--- src/rtl/fifo_burst_reader.sv ---
// Drains start_count words from a Fifo1 dequeue port, then offers sum/count via result RDY/ENA; deq__ENA is combinational in READ.
// Result ready 1 cycle after last take; waits on deq__RDY indefinitely. Optional `FIFO_BURST_READER_STALL_EN adds result_stalls.
module fifo_burst_reader #(
  parameter int WIDTH = 32,
  parameter int CNT_W = 16
) (
  input  logic             CLK,
  input  logic             nRST,
  input  logic             start__ENA,
  input  logic [CNT_W-1:0] start_count,
  output logic             start__RDY,
  input  logic             abort__ENA,
  input  logic             deq__RDY,
  input  logic [WIDTH-1:0] first,
  output logic             deq__ENA,
  output logic             result__RDY,
  input  logic             result__ENA,
  output logic [WIDTH-1:0] result_sum,
  output logic [CNT_W-1:0] result_words,
  output logic             result_aborted
`ifdef FIFO_BURST_READER_STALL_EN
  ,
  output logic [CNT_W-1:0] result_stalls
`endif
);

  localparam logic [1:0] ST_IDLE = 2'd0;
  localparam logic [1:0] ST_READ = 2'd1;
  localparam logic [1:0] ST_DONE = 2'd2;

  logic [1:0]       state;
  logic [WIDTH-1:0] sum;
  logic [CNT_W-1:0] words;
  logic [CNT_W-1:0] remaining;
  logic             aborted;
  logic             take;
  logic             last_take;

  assign take      = (state == ST_READ) && deq__RDY;
  assign last_take = take && (remaining == CNT_W'(1));

  assign deq__ENA       = take;
  assign start__RDY     = (state == ST_IDLE);
  assign result__RDY    = (state == ST_DONE);
  assign result_sum     = sum;
  assign result_words   = words;
  assign result_aborted = aborted;

  always_ff @(posedge CLK) begin
    if (!nRST) begin
      state     <= ST_IDLE;
      sum       <= '0;
      words     <= '0;
      remaining <= '0;
      aborted   <= 1'b0;
    end else begin
      case (state)
        ST_IDLE: begin
          if (start__ENA) begin
            sum       <= '0;
            words     <= '0;
            aborted   <= 1'b0;
            remaining <= start_count;
            state     <= (start_count == '0) ? ST_DONE : ST_READ;
          end
        end
        ST_READ: begin
          if (take) begin
            sum       <= sum + first;
            words     <= words + CNT_W'(1);
            remaining <= remaining - CNT_W'(1);
          end
          // A coincident abort on the final word still counts as a full burst.
          if (last_take) begin
            aborted <= 1'b0;
            state   <= ST_DONE;
          end else if (abort__ENA) begin
            aborted <= 1'b1;
            state   <= ST_DONE;
          end
        end
        ST_DONE: begin
          if (result__ENA) state <= ST_IDLE;
        end
        default: state <= ST_IDLE;
      endcase
    end
  end

`ifdef FIFO_BURST_READER_STALL_EN
  logic [CNT_W-1:0] stalls;

  assign result_stalls = stalls;

  always_ff @(posedge CLK) begin
    if (!nRST) begin
      stalls <= '0;
    end else if (state == ST_IDLE && start__ENA) begin
      stalls <= '0;
    end else if (state == ST_READ && !deq__RDY && stalls != '1) begin
      stalls <= stalls + CNT_W'(1);
    end
  end
`endif

endmodule

--- config.mk ---
export PLATFORM = sky130hd
export DESIGN_NAME = fifo_burst_reader
export DESIGN_NICKNAME = d
export VERILOG_FILES = /design/src/rtl/fifo_burst_reader.sv
export SDC_FILE = /design/constraint.sdc
export NUM_CORES = 1
export LEC_CHECK = 0
export CAP_MARGIN = 10
export CORE_MARGIN = 3
export CORE_UTILIZATION = 35
export DETAILED_ROUTE_END_ITERATION = 16
export PLACE_DENSITY = 0.57
export SLEW_MARGIN = 20
export SYNTH_ARGS = -nofsm -noshare
export SYNTH_HDL_FRONTEND = slang
export SYNTH_SLANG_ARGS = --single-unit
--- constraint.sdc ---
create_clock -name CLK -period 5.3 [get_ports CLK]
set_input_delay 0.53 -clock CLK [delete_from_list [all_inputs] [get_ports CLK]]
set_output_delay 0.53 -clock CLK [all_outputs]
set_load 0.02 [all_outputs]
== After elaboration in Yosys (flattened, before gate mapping) ==
Index checks and enable logic that the tools add are counted.

* Add/sub/neg operators: 3
* $mul: 0
* Div/mod/pow operators: 0
* $lt $le $gt $ge: 0
* Eq/ne operators: 7
* Shifts and indexed selects: 0
* Muxes and demuxes: 19
* Bitwise operators: 0
* Reduce and logical (&&, ||, !) cells: 8

{| class="wikitable"
|+ Operators with widths
! kind !! number
|-
| $mux W16 || 4
|-
| $mux W32 || 2
|-
| $pmux W16 S2 || 2
|-
| $pmux W32 S2 || 1
|-
| $add A32 B32 Y32 || 1
|-
| $add A16 B1 Y16 const B || 1
|-
| $eq A16 B1 Y1 const B || 1
|-
| $logic_not A16 Y1 || 1
|-
| $sub A16 B1 Y16 const B || 1
|-
| $mux W2 || 5
|-
| $reduce_and A3 Y1 || 3
|-
| $pmux W2 S3 || 1
|-
| $ne A2 B2 Y1 const B || 2
|-
| $mux W1 || 3
|-
| $ne A3 B3 Y1 const B || 1
|-
| $eq A2 B1 Y1 const B || 1
|-
| $eq A2 B2 Y1 const B || 1
|-
| $logic_and A1 B1 Y1 || 2
|-
| $logic_not A2 Y1 || 1
|-
| $ne A2 B1 Y1 const B || 1
|-
| $pmux W1 S2 || 1
|-
| $reduce_bool A2 Y1 || 1
|}

* Flip-flop bits (word level): 67
* Bits in latches: 0
* Memory bits (writable): 0
* Memory bits (read-only): 0
* Output and inout bits: 52
* Logic and storage cells: 42
* Memories kept: 0

== Longest topological paths before layout ==
* Word-level depth: 5
* Depth in mapped cells: 11
* Gate-level depth less buffers: 11

== Worst setup path after synthesis ==
Ideal clock, no wire load.

* Path kind: input to register
* From: input port first[0]
* To: register sum[26] (netlist: result_sum[26])
* Library setup time: 0.074 ns
* Arrival time: 2.604 ns
* Path slack: 2.622 ns
* Stages: 11
* Cell sequence: ha_1 -> inv_1 -> fa_1 -> nand2b_1 -> a211oi_1 -> o211ai_1 -> a31o_2 -> a31oi_1 -> a21boi_0 -> xor2_1 -> o21ai_0

* Longest elaborated chain between the ends: 3

{| class="wikitable"
|+ Ends and longest elaborated chain
! item !! line !! source
|-
| start, declared || 14 || <nowiki>input logic [WIDTH-1:0] first,</nowiki>
|-
| $add A32 B32 Y32 || 69 || <nowiki>sum <= sum + first;</nowiki>
|-
| $mux W32 || 68 || <nowiki>if (take) begin</nowiki>
|-
| $pmux W32 S2 || 57 || <nowiki>case (state)</nowiki>
|-
| end signal, assigned || 69 ||
|-
| end, declared || 32 || <nowiki>logic [WIDTH-1:0] sum;</nowiki>
|}

Every way passes these cells. The select of a mux whose other input is x is not followed.
A chain may end at the register's enable or synchronous reset.

==> results.txt <==
The run finished with clean final reports. The number of storage elements in the synthesis netlist came out at 67. The setup TNS came out at 0 ns. The number of buffers inserted to repair setup after CTS came out at 0. The number of library cell types mapped by synthesis came out at 54.

After detailed routing, the number of remaining DRC violations is 0. The clock drives 67 sinks. In this run switching power makes up 30.0% of total power. The clock latency at the later pin of the worst-skew pair came out at 0.34 ns.

The number of top-level design ports is 106. Once the floorplan was initialized, standard cells occupied 36.2% of the core. The worst min-delay path endpoint is remaining[11]. Sequential cells burn 36.5% of the power. The first global-routing pass estimated 22.3 mm of wire. The element type at the critical path start is an input pin. The H-tree depth reported by CTS came out at 3. The tree is rooted in a clkbuf_16. The xor/xnor share of the synthesized area is 6.82%. The maximum root-to-sink buffer count is 2. Setup repair after global routing left no endpoint under its margin. STA puts the critical path data arrival time at 3.05 ns. The maximum single-stage delay on the critical path came out at 0.73 ns. In the post-synthesis netlist, the biggest area contributors are dfxtp_1 (29%), ha_1 (9.2%), a21oi_1 (6.2%).

Routability-driven placement finished with a final weighted congestion of 0.863. The number of failing setup endpoints in the final timing report is 0. The leading register cell type out of synthesis is dfxtp_1. The final net count is 789. The number of antenna repair diodes is 0. The clock transition at the register clock pins on the worst setup and hold paths after CTS came out at 0.06 ns. Of all flip-flops after synthesis, the portion carrying an async set or reset was 0%. Along the worst hold path, the cell count comes to 2. The worst setup path is captured at an output port. The startpoint of the most critical hold path is remaining[11]. The wire length after detailed routing is 13.5 mm. The biggest area contributor in the post-synthesis netlist is dfxtp_1. Across the VDD grid, the largest voltage drop is 0.129 mV. Using the TritonRoute via totals, the vias-per-cell ratio works out to 5.35.

The floorplan step set the die height to 121 um. The library cell contributing the largest single delay on the critical path is clkdlybuf4s50_1. The number of enable-type register cells in the synthesized netlist is 0. The total overflow left after global routing is 0. The number of cells produced by synthesis came out at 604. The number of max-cap violations is 0. The power per cell area came out at 248 nW/um2. The number of gates resized after CTS came out at 0. The combinational cell fraction of total power is 23.2%. The routed layout has 4688 vias. The net switching power figure is 0.455 mW. The worst pin sits at a relative slew slack of 45.8%. The synthesis warning total came out at 0. The count of buffering cells on the critical path with inverters included came out at 2. The number of I/O port buffers came out at 105.

The utilization of the core after routing is 47.9%. The endpoint identified for the worst register-to-register timing path is result_sum[31]. The leakage dissipation came out at 2.42 nW. Row generation in the floorplan step produced 41 rows. Traced cell by cell, the critical path runs through clkdlybuf4s50_1 > mux2i_1 > or2_2 > nor2_1 > clkdlybuf4s50_1.

The share of total power dissipated in the clock network is 40.2%. The mean cell area of the mapped netlist came out at 7.66 um2. In this design, the critical path's most frequently occurring cell is clkdlybuf4s50_1.

The required time at the worst-slack endpoint came out at 4.77 ns. The die width is 121 um. Summing the areas of all compound-gate instances in the mapped netlist gives 26.9% of the synthesized area. The final critical-path share of the clock period came out at 67.6%. The initial antenna violation count came out at 0. The slew at the pin with the worst max-slew slack is 0.813 ns. In this run, post-CTS hold repair placed 0 buffers. Buffers inserted during clock tree synthesis total 9.

Summed over its instances, the top area cell type makes up 29.0% of the synthesized netlist area. The floorplan step defined a die boundary enclosing 14600 um2. The upper clock frequency limit is 0.279 GHz. The worst hold path class is flop to flop. The critical register-to-register path startpoint is state[0]. The routed wire length per instance came out at 15.4 um. The share of synthesized cell area in full adder, half adder and majority cells is 9.63%.

The maximum net fanout on the critical path came out at 38. The shortest clock period the worst path allows after layout came out at 3.58 ns. The family of cells with the greatest summed delay on the critical path is buffers and inverters. The synthesized netlist occupies a cell area of 4620 um2.

By area, the combinational part of the netlist is dominated by compound AO/OA/AOI/OAI gates. The pin count of the biggest net entering global routing is 39. Between clock sinks in the finished design, the worst skew comes to 0.00722 ns.

The post-synthesis mux area share is 0.866%. TritonCTS built the clock tree. The setup slack of the most critical reg-to-reg path came out at 2.20 ns.

The area share of and/or/nand/nor cells after synthesis is 23.3%. Of the synthesized area, sequential elements account for 29.0%. Global routing used 18.5% of the available tracks. The total core area came out at 12800 um2.

The number of global-route vias before repair came out at 4545. The final hold violation count is 0. The share of layout cells above drive strength 1 is 4.54%. The internal power of the cells totals 1.06 mW. The critical path class is input pin to output port. Measured in cells, the most critical reg-to-reg path has a length of 6. The signed area change from the synthesized netlist to the final layout came out at 32.4%.

The number of nets with antenna violations after detailed routing is 0. The detailed-router iteration count before antenna repair is 5. The DRC violation total after the first TritonRoute iteration came out at 305. The number of max-slew violations in the final report came to 0. The post-detailed-placement half-perimeter wirelength came out at 9.86 mm.

The net count after synthesis came out at 693.
-- flip-flops by register name, indices dropped and copies added, names as in the netlist --
register and count:
result_aborted 1, result_sum 32, result_words 16, remaining 16, state 2
-- worst register-to-register path: stages (launching register included) --
cell,delay [ns]
dfxtp_1,0.45
mux2i_1,0.13
or2_2,0.57
nor2_1,0.57
nand2_1,0.60
or4_1,0.67
nand3_1,0.07
-- logic make-up (layout without fill, tap and decap cells) --
group / count (synthesis) / count (layout)
compound gates: 199 / 199
xor+xnor: 36 / 36
fa+ha+maj: 35 / 35
buf+inv: 40 / 141
flops: 67 / 67
mux: 4 / 4
simple gates: 223 / 223
-- per-layer routing --
| layer | vias to the layer above | wire (um) | global-route usage, % |
|---|---|---|---|
| met5 | - | 0 | 0 |
| met4 | 0 | 186 | 6.59 |
| met3 | 15 | 770 | 3.36 |
| met2 | 140 | 5990 | 28.7 |
| met1 | 2154 | 6510 | 25.6 |
| li1 | 2379 | - | - |
-- synth_stat cells, drive strengths merged (5+ instances only) --
| library cell | instances |
|---|---|
| dfxtp | 67 |
| nand2 | 63 |
| a21oi | 58 |
| nor2 | 55 |
| o21ai | 54 |
| ha | 34 |
| nor2b | 25 |
| clkbuf | 18 |
| xnor2 | 18 |
| xor2 | 18 |
| a21o | 17 |
| inv | 15 |
| nor3 | 15 |
| nand3 | 14 |
| and3 | 13 |
| a22oi | 12 |
| a21boi | 9 |
| a31oi | 9 |
| nand4 | 8 |
| o21bai | 8 |
| a211oi | 7 |
| buf | 7 |
| and2 | 6 |
| nor4 | 5 |
| o211ai | 5 |
| or3 | 5 |
-- layout by cell type, fill, tap and decap left out, types with 6 or more instances in the layout --
master	count
a22oi_1	12
xor2_1	18
nand4_1	8
nand2_1	63
o21bai_1	8
clkdlybuf4s50_1	105
inv_1	15
a31oi_1	9
clkbuf_16	9
nand3_1	14
ha_1	34
a21o_1	16
nor2_1	55
a21oi_1	57
nor3_1	15
and2_1	6
dfxtp_1	67
xnor2_1	18
a21boi_0	9
and3_1	12
o21ai_0	53
a211oi_1	6
nor2b_1	25
-- power groups by stage --
stage	clock, mW	combinational, mW	sequential (mW)
finish	0.610	0.352	0.554
global route	0.644	0.392	0.558
CTS	0.625	0.353	0.554
detailed placement	0	0.350	0.564
global placement	0	0.347	0.563
floorplan	0	0.218	0.570
-- layout make-up --
class	instances	area, um2
clock buffers	12	246
clock inverters	4	50.0
fillers	1264	6650
inverters	15	56.3
multi-input cells	497	3120
flip-flops and latches	67	1340
well taps	172	215
repair buffers	110	1090
-- metrics by stage --
step / worst slack (ns) / instances / hold slack [ns] / instance area (um2) / total power, mW
final: 1.72 / 877 / 0.467 / 6120 / 1.52
after global routing: 1.51 / 877 / 0.503 / 6120 / 1.59
after CTS: 1.68 / 877 / 0.465 / 6120 / 1.53
after detailed placement: 1.53 / 861 / 0.456 / 5820 / 0.915
after global placement: 1.63 / 861 / 0.453 / 5820 / 0.911
after floorplan: 2.62 / 604 / 0.433 / 4620 / 0.788
-- how the worst max path moves through the flow --
stage,from,end,depth (start not counted)
floorplan,first[0],result_sum[26],11
global placement,start__ENA,result_sum[31],7
detailed placement,start__ENA,result_sum[31],7
CTS,start__ENA,deq__ENA,5
global route,start__ENA,deq__ENA,5
finish,start__ENA,deq__ENA,5
Note: power is estimated with default switching activity, not from simulation.
